--- src/rtl/serial_load_rx.sv ---
// Framed serial receiver feeding a counter's parallel-load port: synchronises sdi/sclk/cs_n,
// checks framing and emits load_pulse/frame_err strobes. Optional parity via SERIAL_LOAD_RX_PARITY_EN.
module serial_load_rx #(
  parameter int WIDTH       = 8,
  parameter int SYNC_STAGES = 2,
  parameter int TIMEOUT     = 255
) (
  input  logic             clk,
  input  logic             rst,
  input  logic             sdi,
  input  logic             sclk,
  input  logic             cs_n,
  output logic [WIDTH-1:0] load_data,
  output logic             load_pulse,
  output logic             frame_err,
  output logic             busy
);

`ifdef SERIAL_LOAD_RX_PARITY_EN
  localparam int FRAME_BITS = WIDTH + 1;
`else
  localparam int FRAME_BITS = WIDTH;
`endif
  localparam int CNT_W = $clog2(FRAME_BITS + 1);
  localparam int TO_W  = $clog2(TIMEOUT + 1);

  typedef enum logic [1:0] {IDLE, SHIFT, WAIT, DRAIN} state_t;

  // Tap SYNC_STAGES is a history flop; edges compare it with the last synchroniser tap.
  logic [SYNC_STAGES:0]   r_sclk_sync;
  logic [SYNC_STAGES:0]   r_cs_sync;
  logic [SYNC_STAGES-1:0] r_sdi_sync;
  logic                   r_sclk_rise;
  logic                   r_cs_rise;
  logic                   r_cs_fall;
  logic                   r_sdi_bit;

  state_t                  r_state;
  logic [FRAME_BITS-1:0]   r_sh;
  logic [CNT_W-1:0]        r_cnt;
  logic [TO_W-1:0]         r_to_cnt;

  logic [FRAME_BITS-1:0]   w_sh_next;
  logic [CNT_W-1:0]        w_cnt_next;
  logic                    w_full;
  logic                    w_parity_ok;
  logic                    w_timeout;
  logic [TO_W-1:0]         w_to_next;

  // NOTE: sequential state uses non-blocking <= so every flop samples pre-edge values.
  always_ff @(posedge clk) begin
    if (rst) begin
      r_sclk_sync <= '0;
      r_cs_sync   <= '1;
      r_sdi_sync  <= '0;
      r_sclk_rise <= 1'b0;
      r_cs_rise   <= 1'b0;
      r_cs_fall   <= 1'b0;
      r_sdi_bit   <= 1'b0;
    end else begin
      r_sclk_sync <= {r_sclk_sync[SYNC_STAGES-1:0], sclk};
      r_cs_sync   <= {r_cs_sync[SYNC_STAGES-1:0], cs_n};
      r_sdi_sync  <= {r_sdi_sync[SYNC_STAGES-2:0], sdi};
      r_sclk_rise <= r_sclk_sync[SYNC_STAGES-1] & ~r_sclk_sync[SYNC_STAGES];
      r_cs_rise   <= r_cs_sync[SYNC_STAGES-1] & ~r_cs_sync[SYNC_STAGES];
      r_cs_fall   <= ~r_cs_sync[SYNC_STAGES-1] & r_cs_sync[SYNC_STAGES];
      r_sdi_bit   <= r_sdi_sync[SYNC_STAGES-1];
    end
  end

  // The sclk bit of this cycle is folded in before cs_n is evaluated.
  assign w_sh_next  = r_sclk_rise ? {r_sdi_bit, r_sh[FRAME_BITS-1:1]} : r_sh;
  assign w_cnt_next = r_cnt + CNT_W'(r_sclk_rise);
  assign w_full     = (w_cnt_next == CNT_W'(FRAME_BITS));
  assign w_timeout  = !r_sclk_rise && (r_to_cnt == TO_W'(TIMEOUT - 1));
  assign w_to_next  = r_sclk_rise ? '0 : r_to_cnt + 1'b1;
`ifdef SERIAL_LOAD_RX_PARITY_EN
  assign w_parity_ok = ~^w_sh_next;
`else
  assign w_parity_ok = 1'b1;
`endif

  always_ff @(posedge clk) begin
    if (rst) begin
      r_state    <= IDLE;
      r_sh       <= '0;
      r_cnt      <= '0;
      r_to_cnt   <= '0;
      load_data  <= '0;
      load_pulse <= 1'b0;
      frame_err  <= 1'b0;
      busy       <= 1'b0;
    end else begin
      load_pulse <= 1'b0;
      frame_err  <= 1'b0;
      case (r_state)
        IDLE: begin
          if (r_cs_fall) begin
            r_state  <= SHIFT;
            r_sh     <= '0;
            r_cnt    <= '0;
            r_to_cnt <= '0;
            busy     <= 1'b1;
          end
        end
        SHIFT: begin
          r_sh     <= w_sh_next;
          r_cnt    <= w_cnt_next;
          r_to_cnt <= w_to_next;
          if (r_cs_rise) begin
            r_state <= IDLE;
            busy    <= 1'b0;
            if (w_full && w_parity_ok) begin
              load_data  <= w_sh_next[WIDTH-1:0];
              load_pulse <= 1'b1;
            end else begin
              frame_err <= 1'b1;
            end
          end else if (w_timeout) begin
            frame_err <= 1'b1;
            r_state   <= DRAIN;
          end else if (w_full) begin
            r_state <= WAIT;
          end
        end
        WAIT: begin
          r_to_cnt <= w_to_next;
          if (r_sclk_rise) begin
            if (r_cs_rise) begin
              frame_err <= 1'b1;
              r_state   <= IDLE;
              busy      <= 1'b0;
            end else begin
              r_state <= DRAIN;
            end
          end else if (r_cs_rise) begin
            r_state <= IDLE;
            busy    <= 1'b0;
            if (w_parity_ok) begin
              load_data  <= r_sh[WIDTH-1:0];
              load_pulse <= 1'b1;
            end else begin
              frame_err <= 1'b1;
            end
          end else if (w_timeout) begin
            frame_err <= 1'b1;
            r_state   <= DRAIN;
          end
        end
        DRAIN: begin
          if (r_cs_rise) begin
            // Suppressed only when the timeout strobe fired last cycle, keeping strobes apart.
            frame_err <= !frame_err;
            r_state   <= IDLE;
            busy      <= 1'b0;
          end
        end
        default: begin
          r_state <= IDLE;
          busy    <= 1'b0;
        end
      endcase
    end
  end

endmodule

--- config.mk ---
export PLATFORM = sky130hd
export DESIGN_NAME = serial_load_rx
export DESIGN_NICKNAME = d
export VERILOG_FILES = /design/src/rtl/serial_load_rx.sv
export SDC_FILE = /design/constraint.sdc
export NUM_CORES = 1
export LEC_CHECK = 0
export BUFFER_PORTS_ARGS = -buffer_cell sky130_fd_sc_hd__buf_2
export CAP_MARGIN = 20
export CORE_ASPECT_RATIO = 0.8
export CORE_MARGIN = 10
export CORE_UTILIZATION = 58
export CTS_CLUSTER_SIZE = 24
export DETAILED_ROUTE_END_ITERATION = 8
export GPL_TIMING_DRIVEN = 0
export PLACE_DENSITY = 0.81
export SETUP_SLACK_MARGIN = 0.05
export SLEW_MARGIN = 20
export SYNTH_ARGS = -nofsm -noshare
export SYNTH_HDL_FRONTEND = slang
export SYNTH_SLANG_ARGS = --single-unit
--- constraint.sdc ---
create_clock -name clk -period 3 [get_ports clk]
set_input_delay 0.15 -clock clk [delete_from_list [all_inputs] [get_ports clk]]
set_output_delay 0.15 -clock clk [all_outputs]
set_load 0.005 [all_outputs]
==> impl_metrics.csv, run 1 <==
group,metric,value,unit
routing,dr.pass1.iters,4,
routing,drt-total-wl,4.09,mm
finish,fin_nets,253,
setup_path,crit_fanout,8,
sta,fin_tns_setup,0,ns
synth,ys_warn_count,0,
clock_tree,clk_latency,0.30,ns
sta,finalSetupViolCount,0,
clock_tree,tritoncts,"built",
floorplanning,die-area,0.00617,mm²
routing,wl_met2,1.71,mm
synth,synth_area,0.00198,mm²
synth,synthCells,218,
sta,finalCritPeriodShare,84.9,%
global_routing,grt_max_degree,16,
sta,hold_viol,0,
finish,fin_area,0.00222,mm²
synth,yosys.cell_types.count,42,
routing,maxUsedRoutingLayer,"met4",
synth,synth.avg_cell_area,9.10,µm²
placement,portBuffers,15,
sta,fin_crit,2.55,ns
global_routing,grt-ovfl-total,0,
routing,via_count,1655,
clock_tree,cts.sinks,45,
finish,num_antenna_cells,0,
routing,vias_per_cell,5.89,
routing,drc,0,
synth,synth.largest_area_cell,"dfxtp_1",
sta,clock_skew,0.00425,ns
synth,seq_area_frac_synth,45.4,%
synth,synth_commonest_cells,"dfxtp_1, nor2_1, a211oi_1, nor2b_1",
sta,worst_pin_slew,0.658,ns
routing,wl_met1,2.08,mm
floorplanning,fp-row-count,18,
setup_path,crit_path_start_kind,"flop",
floorplanning,placeableCoreArea,0.00318,mm²
placement,place_congestion,0.844,
sta,slew_headroom,56.1,%
sta,rsz0062_at_grt,"no",
clock_tree,clockBufferDepth,2,
floorplanning,die_h,72.3,µm
clock_tree,path_clk_slew,0.09,ns
global_routing,grt_pass1_vias,1510,
global_routing,antenna_found_initial,0,
placement,hpwl,2.94,mm
synth,syn_nets,231,
setup_path,critical_path_class,"flop to flop",
floorplanning,io_pins,16,
finish,layout-drive-gt1-share,16.2,%
sta,slew_viol_final,0,
power,ir_worst_vdd,0.000399,V
clock_tree,post_cts_buffers,0,
routing,wl_met3,259,µm
synth,ys.flop_type,"dfxtp_1",
flow_run,drv_cap,0,
setup_path,end_kind,"flop",
placement,dpl_cell_area,0.00211,mm²
power,powerDensity,608,mW/mm²
run_status,outcome,"finished, final reports clean",
routing,drtIter0Drc,181,
finish,stdcell_count,281,
synth,synth_edf_count,0,
routing,drtAntennaViolNets,0,
routing,wl_per_cell,14.6,µm
floorplanning,start_util,62.5,%
setup_path,cp_data_arrival_time,2.79,ns
finish,area_growth,12.1,%
synth,synth_top_area_share,45.4,%
global_routing,grt_pass1_wl,7.14,mm
clock_tree,cts_hold_buf,0,
setup_path,cp.required,3.25,ns
sta,fmax,0.393,GHz
clock_tree,cts_resized,0,
hold_path,holdCritPathClass,"input port to flop",
placement,dpl.cell_count,273,
synth,synthArstFlopShare,0,%
clock_tree,h-tree-depth,2,
synth,synth-seq-cells,45,
synth,synth_area_leaders,"dfxtp_1, nor2_1, ha_1, a211oi_1, o22a_2",
floorplanning,die_w,85.4,µm
power,p_leak,0.000833,µW
global_routing,track_usage,13.7,%
clock_tree,cts_buffers,5,
clock_tree,root_buffer,"clkbuf_8",
synth,yosysMostFrequentCell,"dfxtp_1",
finish,fin_util,70.0,%
## worst paths after layout
| kind | endpoint | slack (ns) | cells after the start | from |
|---|---|---|---|---|
| worst max register to register | load_data[4] | 0.45 | 6 | r_sclk_rise |
| worst min-delay path | r_cs_sync[0] | 0.03 | 2 | cs_n |
| worst max-delay path | load_data[4] | 0.45 | 6 | r_sclk_rise |
| worst min register to register | r_sclk_rise | 0.40 | 1 | r_sclk_sync[2] |
## layer usage
| metal | GRT usage, % | up-vias |
|---|---|---|
| met2 | 19.9 | 53 |
| met3 | 3.91 | 8 |
| met1 | 19.2 | 770 |
| met5 | 0 | - |
| li1 | - | 824 |
| met4 | 4.01 | 0 |
## state kept, by name, summed over array words and instances (netlist names)
signal       flops
r_sclk_sync      3
frame_err        1
load_data        8
r_cs_rise        1
r_sdi_sync       2
r_sclk_rise      1
load_pulse       1
r_sh             8
r_sdi_bit        1
r_cnt            4
r_cs_fall        1
busy             1
r_state          2
r_cs_sync        3
r_to_cnt         8
## critical path: stages (launching register included)
cell and delay, ns:
dfxtp_1 0.50, ha_1 0.23, ha_1 0.25, or3_4 0.41, o21a_1 0.25, a2111oi_4 0.61, o22a_2 0.23
## cell type report
cell class | instances | area, µm²
clock buffers | 5 | 68.8
repair buffers | 15 | 75.1
inverters | 9 | 33.8
well taps | 40 | 50.0
clock inverters | 3 | 46.3
multi-input cells | 154 | 1010
fillers | 247 | 952
flip-flops and latches | 45 | 901
plain buffers | 10 | 40.0
## kinds of logic after synthesis
kind of cell             after synthesis  synth area share, %
AO/OA/AOI/OAI                         56                 21.9
XOR/XNOR                               5                 2.21
AND/OR/NAND/NOR                       82                 20.1
multiplexers                           3                 1.64
flip-flops                            45                 45.4
adder cells (fa/ha/maj)                8                 5.05
buffers and inverters                 19                 3.72
## cell usage in the layout (no fill, tap or decap), types with 3 or more instances in the layout
| cell type | n |
|---|---|
| nor3_1 | 5 |
| a211oi_1 | 10 |
| o31ai_1 | 3 |
| or2_2 | 3 |
| a22oi_1 | 9 |
| a32oi_1 | 3 |
| o22a_2 | 7 |
| nand4_1 | 3 |
| nand3_1 | 4 |
| inv_1 | 9 |
| o21ai_0 | 7 |
| a21oi_1 | 6 |
| nand2_1 | 6 |
| clkbuf_1 | 8 |
| buf_2 | 17 |
| nor2b_1 | 10 |
| ha_1 | 8 |
| dfxtp_1 | 45 |
| xor2_1 | 4 |
| clkbuf_8 | 5 |
| nor2_1 | 41 |
## metrics by stage
stage | hold WS [ns] | worst slack, ns | power (µW)
floorplan | 0.254 | 0.791 | 836
global placement | 0.335 | 0.521 | 894
detailed placement | 0.337 | 0.529 | 898
CTS | 0.0238 | 0.481 | 1360
global route | 0.0316 | 0.320 | 1410
finish | 0.0287 | 0.454 | 1350
## where the power goes
part	total (µW)	switching (µW)	internal [µW]	leakage, µW
Combinational	267	176	91.7	0.000414
Clock	459	209	249	0.0000543
Sequential	627	12.2	614	0.000365
Total	1350	397	955	0.000833
(Power assumes the default switching activity.)
==> run 2, diff against run 1 <==
ABC_AREA = 1   (was not set)
CORE_UTILIZATION = 53   (was 58)
PLACE_DENSITY = 0.77   (was 0.81)
clock period = 2.2 ns   (was 3 ns; I/O delays follow)
==> impl_metrics.csv, run 2 <==
group,metric,value,unit
setup_path,crit_slowest_cell,"dfxtp_1",
sta,slew_viol_final,0,
setup_path,crit_fanout,8,
sta,finalCritPeriodShare,88.0,%
clock_tree,cts_buffers,5,
setup_path,crit_path_start_kind,"flop",
sta,holdWs,0.00708,ns
synth,ys.flop_type,"dfxtp_1",
clock_tree,post_cts_buffers,0,
floorplanning,die_h,76.7,µm
synth,synth_top_area_share,42.4,%
global_routing,grt-ovfl-total,0,
floorplanning,placeableCoreArea,0.00383,mm²
synth,syn_nets,314,
synth,yosys.cell_types.count,28,
finish,num_antenna_cells,0,
synth,synth.largest_area_cell,"dfxtp_1",
finish,area_growth,11.9,%
global_routing,grt_pass1_wl,7.40,mm
setup_path,cp_data_arrival_time,2.11,ns
finish,final_cell_mix,"nand2_1, dfxtp_1, inv_1",
sta,fin_tns_setup,0,ns
clock_tree,path_clk_slew,0.09,ns
routing,drtIter0Drc,135,
sta,fin_crit,1.94,ns
placement,place_ws,0.283,ns
floorplanning,die-area,0.00696,mm²
finish,fin_util,62.2,%
setup_path,r2r_slack,0.26,ns
setup_path,crit_family,"simple AND/OR/NAND/NOR gates",
finish,fin_nets,336,
setup_path,cp.required,2.37,ns
clock_tree,tritoncts,"built",
hold_path,holdCritPathClass,"input port to flop",
run_status,outcome,"finished, final reports clean",
setup_path,end_kind,"flop",
sta,slew_headroom,67.7,%
routing,drtAntennaViolNets,0,
routing,vias_per_cell,4.91,
clock_tree,cts_resized,0,
synth,synthArstFlopShare,0,%
setup_path,r2r-end,"load_data[5]",
floorplanning,io_pins,16,
finish,layout-drive-gt1-share,14.2,%
floorplanning,die_w,90.8,µm
floorplanning,fp-row-count,20,
synth,synth_commonest_cells,"nand2_1, dfxtp_1, inv_1",
synth,synth_area,0.00213,mm²
placement,portBuffers,14,
power,ir_worst_vdd,0.000793,V
setup_path,critical_path_class,"flop to flop",
global_routing,antenna_found_initial,0,
routing,dr.pass1.iters,4,
synth,synth-seq-cells,45,
placement,hpwl,3.17,mm
routing,via_count,1855,
setup_path,path_buf_inv,0,
power,powerDensity,1030,mW/mm²
routing,wl_per_cell,11.3,µm
clock_tree,clk_latency,0.31,ns
setup_path,r2r-start,"r_sclk_rise",
synth,synth_edf_count,0,
synth,synth.avg_cell_area,7.07,µm²
clock_tree,clockBufferDepth,2,
placement,place_congestion,0.844,
sta,finalSetupViolCount,0,
clock_tree,root_buffer,"clkbuf_8",
finish,final_common_cell,"nand2_1",
setup_path,crit_path_start,"r_sclk_rise",
routing,drt-total-wl,4.27,mm
sta,worst_slack,0.264,ns
sta,worst_pin_slew,0.484,ns
setup_path,worst_path_largest_cell_delay,0.33,ns
sta,fmax,0.516,GHz
sta,clock_skew,0.00999,ns
clock_tree,cts.sinks,45,
power,p_leak,0.000955,µW
finish,stdcell_count,378,
setup_path,crit_chain,"ha_1, ha_1, or2_1, nor2_2, nand2_2, nand2_2, nand3_1, nand2_1, a21oi_1",
synth,synthCells,301,
sta,hold_viol,0,
synth,synth_area_leaders,"dfxtp_1, nand2_1, a21oi_1, inv_1, nor2_1",
routing,drc,0,
synth,yosysMostFrequentCell,"nand2_1",
synth,ys_warn_count,0,
setup_path,r2r_cells,9,
global_routing,grt_max_degree,14,
global_routing,grt_pass1_vias,1708,
global_routing,track_usage,12.7,%
setup_path,endpoint,"load_data[5]",
flow_run,drv_cap,0,
finish,reg_top3,"load_data x8, r_sh x8, r_to_cnt x8",
sta,rsz0062_at_grt,"no",
placement,dpl.cell_count,370,
synth,seq_area_frac_synth,42.4,%
floorplanning,start_util,55.6,%
clock_tree,h-tree-depth,2,
setup_path,cp.depth,9,
run 2: report_power, final:
| group | total (µW) | internal (µW) | switching, µW |
|---|---|---|---|
| Combinational | 931 | 290 | 641 |
| Sequential | 906 | 865 | 41.8 |
| Clock | 609 | 330 | 279 |
| Total | 2450 | 1480 | 962 |
run 2: how the worst min path moves through the flow:
stage,start,to,slack [ns],depth (start not counted)
2_1_floorplan,cs_n,r_cs_sync[0],0.21,1
3_3_place_gp,cs_n,r_cs_sync[0],0.29,2
3_5_place_dp,cs_n,r_cs_sync[0],0.30,2
4_1_cts,sdi,r_sdi_sync[0],0.003,3
5_1_grt,sdi,r_sdi_sync[0],0.03,3
6_report,sdi,r_sdi_sync[0],0.007,3
run 2: metal layers:
metal	vias up	part of all wire, %	global-route usage (%)	routed length (µm)
met3	8	4.9	3.60	211
met4	0	1.8	5.63	78
met2	32	42	19.6	1790
li1	1003	-	-	-
met1	812	51	16.0	2180
met5	-	0	0	0
run 2: kinds of logic after synthesis:
| group | after synthesis | synth area share, % |
|---|---|---|
| simple gates | 144 | 28.9 |
| compound gates | 57 | 14.9 |
| buf+inv | 47 | 9.06 |
| flops | 45 | 42.4 |
| fa+ha+maj | 8 | 4.71 |
run 2: layout make-up:
cell class,instances,area (µm²)
Tap cell,55,68.8
Timing Repair Buffer,15,80.1
Sequential cell,45,901
Buffer,10,51.3
Multi-Input combinational cell,209,1030
Clock inverter,2,35.0
Inverter,37,141
Clock buffer,5,68.8
Fill cell,374,1450
run 2: per-stage QoR:
stage          power (µW)  instance area (µm²)
5_1_grt              2620                 2380
6_report             2450                 2380
3_3_place_gp         1820                 2270
4_1_cts              2450                 2380
2_1_floorplan        1660                 2130
3_5_place_dp         1840                 2270
run 2: tightest hold or removal path, delay by kind of cell:
| kind | cells | cell delay [ns] |
|---|---|---|
| AND/OR/NAND/NOR | 1 | 0.03 |
| buffers and inverters | 2 | 0.13 |
run 2: timing repair:
action,in CTS,in global routing
hold buffers,1,0
endpoints found under the setup margin,0,0
endpoints found under the hold margin,1,0
